==> src/rtl/wc_pin_bridge.sv <==
// wc_pin_bridge: pin-side bridge for a Winograd filter core.
// Collects R coefficients and a tile of T = M+R-1 samples from a narrow pin
// bus, launches the core, and serialises the M core results back onto Z.
// Optional feature: define WC_OVERLAP_EN for overlap-save reuse of the last
// R-1 samples of each tile as the head of the next one.
module wc_pin_bridge #(
    parameter int PIN_W = 10,
    parameter int M     = 7,
    parameter int R     = 3
) (
    input  logic                         clk,
    input  logic                         rst,
    input  logic [PIN_W-1:0]             D,
    input  logic                         D_VLD,
    input  logic                         D_SEL,
    output logic [PIN_W-1:0]             Z,
    output logic                         Z_VLD,
    output logic                         BUSY,
    output logic [(M+R-1)*PIN_W-1:0]     tile_o,
    output logic [R*PIN_W-1:0]           coef_o,
    output logic                         core_start,
    input  logic                         core_done,
    input  logic [M*PIN_W-1:0]           core_res
);

    localparam int T      = M + R - 1;
    localparam int CIDX_W = (R > 1) ? $clog2(R) : 1;
    localparam int TIDX_W = $clog2(T + 1);
    localparam int DIDX_W = $clog2(M + 1);

    localparam logic [CIDX_W-1:0] CIDX_LAST = CIDX_W'(R - 1);
    localparam logic [TIDX_W-1:0] TIDX_LAST = TIDX_W'(T - 1);
    localparam logic [DIDX_W-1:0] DIDX_END  = DIDX_W'(M);

    typedef enum logic [1:0] {
        IDLE,
        LOAD,
        RUN,
        DRAIN
    } state_t;

    state_t            state;
    logic [CIDX_W-1:0] cidx;
    logic [TIDX_W-1:0] tidx;
    logic [DIDX_W-1:0] didx;
    logic [PIN_W-1:0]  tile   [T];
    logic [PIN_W-1:0]  coef   [R];
    logic [PIN_W-1:0]  result [M];

    // Tile and coefficient registers are exposed directly as flat buses.
    for (genvar k = 0; k < T; k++) begin : g_tile
        assign tile_o[k*PIN_W +: PIN_W] = tile[k];
    end

    for (genvar j = 0; j < R; j++) begin : g_coef
        assign coef_o[j*PIN_W +: PIN_W] = coef[j];
    end

    // Control FSM with registered outputs: load, launch core, drain results.
    always_ff @(posedge clk) begin
        if (rst) begin
            state      <= IDLE;
            cidx       <= '0;
            tidx       <= '0;
            didx       <= '0;
            Z          <= '0;
            Z_VLD      <= 1'b0;
            BUSY       <= 1'b0;
            core_start <= 1'b0;
            for (int unsigned k = 0; k < T; k++) tile[k]   <= '0;
            for (int unsigned j = 0; j < R; j++) coef[j]   <= '0;
            for (int unsigned i = 0; i < M; i++) result[i] <= '0;
        end else begin
            core_start <= 1'b0;
            case (state)
                IDLE, LOAD: begin
                    if (D_VLD && D_SEL && state == IDLE) begin
                        coef[cidx] <= D;
                        cidx       <= (cidx == CIDX_LAST) ? '0 : cidx + 1'b1;
`ifdef WC_OVERLAP_EN
                        // New coefficients invalidate any retained overlap samples.
                        tidx       <= '0;
`endif
                    end else if (D_VLD && !D_SEL) begin
                        tile[tidx] <= D;
                        if (tidx == TIDX_LAST) begin
                            tidx       <= '0;
                            state      <= RUN;
                            core_start <= 1'b1;
                            BUSY       <= 1'b1;
                        end else begin
                            tidx  <= tidx + 1'b1;
                            state <= LOAD;
                        end
                    end
                end
                RUN: begin
                    if (core_done) begin
                        for (int unsigned i = 0; i < M; i++)
                            result[i] <= core_res[i*PIN_W +: PIN_W];
                        Z     <= core_res[PIN_W-1:0];
                        Z_VLD <= 1'b1;
                        didx  <= DIDX_W'(1);
                        state <= DRAIN;
                    end
                end
                DRAIN: begin
                    if (didx == DIDX_END) begin
                        Z     <= '0;
                        Z_VLD <= 1'b0;
                        BUSY  <= 1'b0;
                        didx  <= '0;
                        state <= IDLE;
`ifdef WC_OVERLAP_EN
                        for (int unsigned j = 0; j + 1 < R; j++)
                            tile[j] <= tile[M+j];
                        tidx <= TIDX_W'(R - 1);
`else
                        tidx <= '0;
`endif
                    end else begin
                        Z    <= result[didx];
                        didx <= didx + 1'b1;
                    end
                end
                default: state <= IDLE;
            endcase
        end
    end

endmodule

==> config.mk <==
export PLATFORM = sky130hd
export DESIGN_NAME = wc_pin_bridge
export DESIGN_NICKNAME = d
export VERILOG_FILES = /design/src/rtl/wc_pin_bridge.sv
export SDC_FILE = /design/constraint.sdc
export NUM_CORES = 1
export LEC_CHECK = 0
export CORE_ASPECT_RATIO = 1.5
export CORE_MARGIN = 2
export CORE_UTILIZATION = 53
export DETAILED_ROUTE_END_ITERATION = 6
export PLACE_DENSITY = 0.91
export SLEW_MARGIN = 5
export SYNTH_ARGS = -nofsm -noshare
export SYNTH_HDL_FRONTEND = slang
export SYNTH_SLANG_ARGS = --single-unit
==> constraint.sdc <==
create_clock -name clk -period 16.3 [get_ports clk]
set_input_delay 3.26 -clock clk [delete_from_list [all_inputs] [get_ports clk]]
set_output_delay 3.26 -clock clk [all_outputs]
set_load 0.005 [all_outputs]
Yosys cells after proc, flatten, opt, wreduce, memory -nomap -nowiden:

Memory sizes are Yosys's and may differ from the RTL's. A register that Yosys moved wholly into a read port is not among the register bits.
Index checks and enable logic that the tools add are counted.

* register bits after elaboration: 24
* latch bits: 0
* RAM bits: 190
* ROM bits: 0
* bits of input ports: 85
* output and inout bits: 133
* logic and storage cells: 107
* memories: 3

* $add $sub $neg: 3
* multipliers: 0
* divide/modulo/power cells: 0
* $lt $le $gt $ge: 0
* equality and inequality tests: 11
* shifts and indexed selects: 0
* muxes and demuxes: 56
* bitwise operators: 9
* reductions and logical operators: 17

Memory list
* tile: depth 9, bits a word 10, rd ports 9, clocked after memory_dff 0, wr ports 9, line 46 `logic [PIN_W-1:0] tile [T];`
* result: depth 7, bits a word 10, rd ports 1, clocked after memory_dff 1, wr ports 7, line 48 `logic [PIN_W-1:0] result [M];`
* coef: depth 3, bits a word 10, rd ports 3, clocked after memory_dff 0, wr ports 3, line 47 `logic [PIN_W-1:0] coef [R];`

Operators by type and width (number)
* 10-bit 2-to-1 mux: 11
* 1-bit 2-to-1 mux: 23
* 4-bit 2-to-1 mux: 5
* 10-bit case mux with 2 select lines: 1
* 10-bit OR reduction: 2
* 2-bit 2-to-1 mux: 7
* 3-bit 2-to-1 mux: 4
* 2-bit inequality test, second input constant: 5
* 4-bit case mux with 2 select lines: 1
* 4-bit AND reduction: 2
* 1-bit bitwise OR: 7
* 2-bit equality test, second input constant: 3
* 2-bit case mux with 3 select lines: 1
* 3-bit case mux with 2 select lines: 1
* 5-bit AND reduction: 1
* 4-bit by 1-bit adder with 4-bit output, second input constant: 1
* 4-bit equality test, second input constant: 1
* 1-bit case mux with 2 select lines: 2
* 2-bit AND reduction: 2
* 2-bit nonzero test: 2
* 4-bit OR reduction: 1
* 3-bit by 1-bit adder with 3-bit output, second input constant: 1
* 3-bit equality test, second input constant: 1
* 1-bit logical AND: 3
* other kinds (7): 8

Logic depth before layout (Yosys ltp):

* depth in word-level cells: 9
* mapped depth: 7
* depth with buffers taken out: 6

Worst setup path before layout:

No wires, ideal clock.

* path kind: input -> register
* start point: in core_done
* end point: mem result[0][0], enable pin
* data arrival time: 7.031 ns
* data required time: 15.787 ns
* path slack: 8.756 ns
* stages: 4
* buffers on the path: 2
* cell sequence: clkbuf_1 nand2_1 clkbuf_1 o21bai_1

RTL lines
* start: declaration: line 22 `input logic core_done,`
* end: declaration: line 48

==> impl_results.md <==
- Port bufs: 217
- Register area share after synthesis: 70.8%
- Startpoint Class: primary input
- Critical-path cell list: clkdlybuf4s50_1 > nand2b_4 > nor3_1 > nand2_1 > o21bai_1
- Power Total: 0.00120 W
- DRC Markers: 0
- Fill count: roughly 1000
- Number of DRC markers in iteration 0: 293
- CTS tree: built
- Hold buffer count at cts: 0
- WL/cell: about 20 um
- Yosys warns: 0
- Logic pwr share: just over 8%
- Area of the mapped netlist: 8830 sq um
- Tightest Pin Transition: roughly 1.1 ns
- Cells resized by post-CTS repair: 0
- Flop pwr share: 53.5%
- Asr flop ratio synth: 0%
- Clock root buffer: clkbuf_16
- # setup viols final: 0
- Yosys reg bits: 217
- Hold Path Class: reg -> reg
- Core ar.: 16300 sq um
- RD Place Congestion: 0.899
- Wire length after detailed routing: 21600 um
- Number of max-cap violations: 0
- Netlist cell types: 42
- R2R setup slack: between 10 and 15 ns
- Placed instance count: 1047
- Fin crit share: 34.6%
- Vias in the first global route: ~5800
- Required time of the worst setup path: 16.41 ns
- NetSw: 0.000258 W
- Crit. End Element: flop
- Net Count, Synth: 751
- Min cycle time layout: approximately 5.6 ns
- Clk buf depth: 3
- Clock transition at the registers of the reported paths: roughly 0.070 ns
- Vias: 5892
- Run status: finished, final reports clean
- Global-route wire length before repair: 32000 um
- Initial antenna violation count: 0
- Die Width: between 100 and 150 um
- Vias per cell: 5.45
- Switching share of power: roughly 21%
- Site row count: 57
- Die area: 17700 sq um
- Final HPWL DP: 15900 um
- Critical R2R Launch: state[1]$_SDFFE_PP0P_
- Non-filler instance count after layout: 1081
- Max FO, Critical Path: 22
- Ant. Diodes: 0
- Worst EP arrival: 5.75 ns
- # IOs: 218
- Worst Hold Depth: 1
- Worst Skew: around 0.014 ns
- Fmax achieved: 177 MHz
- Die Ht: 162 um
- Starting Density: 54.3%
- R2R cell count: 3
- H-Tree Depth: 1
- Category of the most critical setup path: in -> reg
- Synthesized area per cell: around 13 sq um
- Total track usage: 24.4%
- Reg2reg end: tile[6][0]$_SDFFCE_PN0P_
- Place WS: 10.15 ns
- RSZ-0062 raised after global routing: false
- Largest net degree at the start of global routing: 57
- Setup WS post-layout: 10.66 ns
- Synthesis-to-layout area growth: 33.6%
- Num Clock Sinks: roughly 220
- Clk pwr share: a little under two fifths
- Top_reg_cell synth: edfxtp_1
- Hold_sp: BUSY$_SDFFE_PP0P_
- Commonest non-fill, non-tap cells in the layout: 216 x clkdlybuf4s50_1, 190 x edfxtp_1, 109 x nor2_1
- Relative slew slack: 27.3%
- TritonCTS Buffers: 20
- Drt pass-1 iters: 5
- Slowest CP cell: o21bai_1
- Pwr/cell area: 102 nW/um^2
- Final #Nets: 955
- Commonest non-fill, non-tap cell in the layout: clkdlybuf4s50_1
- Later-pin clock latency in the skew report: about 0.49 ns
- Synth Instances: 659
- Gr ovfl total: 0
- Hold EP: BUSY$_SDFFE_PP0P_
- DRT antenna net count: 0
- Delay of the slowest critical-path stage: ~0.89 ns
- Hold Vio Cnt, Final: 0
- Fraction of layout cells with a size suffix above 1: 6.51%
- Number of synthesized flops with an enable pin: 190
- Worst vdd ir: 0.0898 mV
- Post CTS Setup Buffer Count: 0
- Final slew viol count: 0
- Pint: 0.000943 W
- Setup TNS: 0 ns
- Static Leak: 4.25 nW
==> worst max path at each step <==
| stage | to | cells past startpoint | slack, ns | startpoint |
|---|---|---|---|---|
| 2_1_floorplan | result[0][0]$_SDFFCE_PN0P_ | 4 | 8.76 | core_done |
| 3_3_place_gp | tile[6][6]$_SDFFCE_PN0P_ | 5 | 10.37 | D_VLD |
| 3_5_place_dp | tile[6][0]$_SDFFCE_PN0P_ | 5 | 10.15 | D_VLD |
| 4_1_cts | tile[6][0]$_SDFFCE_PN0P_ | 5 | 10.65 | D_VLD |
| 5_1_grt | tile[6][0]$_SDFFCE_PN0P_ | 5 | 10.36 | D_VLD |
| 6_report | tile[6][0]$_SDFFCE_PN0P_ | 5 | 10.66 | D_VLD |
==> power by group through the flow <==
stage | Clock (W) | Sequential [W] | Combinational, W
floorplan | 0 | 0.000650 | 0.0000376
global placement | 0 | 0.000653 | 0.0000958
detailed placement | 0 | 0.000654 | 0.0000988
CTS | 0.000465 | 0.000642 | 0.0000993
global route | 0.000487 | 0.000644 | 0.000107
finish | 0.000460 | 0.000642 | 0.0000987
==> cell families after synthesis <==
group                    count (synthesis)  synth area share [%]
AND/OR/NAND/NOR                        302                  17.6
flip-flops                             217                  70.8
AO/OA/AOI/OAI                           65                  5.27
buffers and inverters                   53                  2.32
multiplexers                            12                  2.79
adder cells (fa/ha/maj)                  7                 0.992
XOR/XNOR                                 3                 0.298
==> critical path, delay by kind of cell <==
family,cells,cell delay (ns)
compound gates,1,0.89
buf+inv,1,0.56
simple gates,3,1.04
==> registers in the layout, summed over array words and instances, names as in the netlist, named ones only <==
register / cells
BUSY: 1
core_start: 1
didx: 3
Z_VLD: 1
state: 2
coef: 30
cidx: 2
tile: 90
Z: 10
tidx: 4
result: 70
==> metrics by stage <==
| stage | utilization, % | area [sq um] | hold WS, ns |
|---|---|---|---|
| finish | 72.5 | 11800 | 0.478 |
| global route | 72.5 | 11800 | 0.496 |
| CTS | 72.5 | 11800 | 0.482 |
| detailed placement | 68.5 | 11100 | 0.463 |
| global placement | 68.5 | 11100 | 0.456 |
| floorplan | - | 8830 | 0.464 |
==> area by class of cell <==
type                            count  area, sq um  area share (%)
Clock buffer                       24          547            4.64
Clock inverter                     10          100           0.849
Inverter                           14         52.6           0.446
Multi-Input combinational cell    389         2390            20.3
Sequential cell                   217         6250            53.0
Tap cell                          206          258            2.19
Timing Repair Buffer              221         2200            18.6
==> metal layers <==
| layer | wire [um] | track usage [%] | share of wire [%] |
|---|---|---|---|
| met3 | 1540 | 3.37 | 7.1 |
| met2 | 11800 | 45.5 | 55 |
| met1 | 7100 | 26.1 | 33 |
| met4 | 1130 | 12.4 | 5.3 |
| met5 | 0 | 0 | 0 |
==> Yosys cell counts (2+ instances only) <==
cell type,instances,area [sq um]
edfxtp_1,190,5710
nor2_1,109,409
and2_1,90,563
nand2_1,37,139
clkbuf_1,35,131
dfxtp_1,27,541
nor2b_1,22,138
a21oi_1,16,80.1
inv_1,14,52.6
nand2b_1,12,75.1
a211o_1,10,87.6
a211oi_1,10,75.1
a311oi_1,10,87.6
mux4_2,10,225
nor4_1,10,62.6
o21bai_1,9,67.6
ha_1,7,87.6
nor3_1,5,25.0
or2_2,5,31.3
o21ai_0,4,20.0
nor3b_1,3,22.5
buf_2,2,10.0
nor3b_2,2,25.0
xnor2_1,2,17.5
Note: power is estimated with default switching activity, not from simulation.
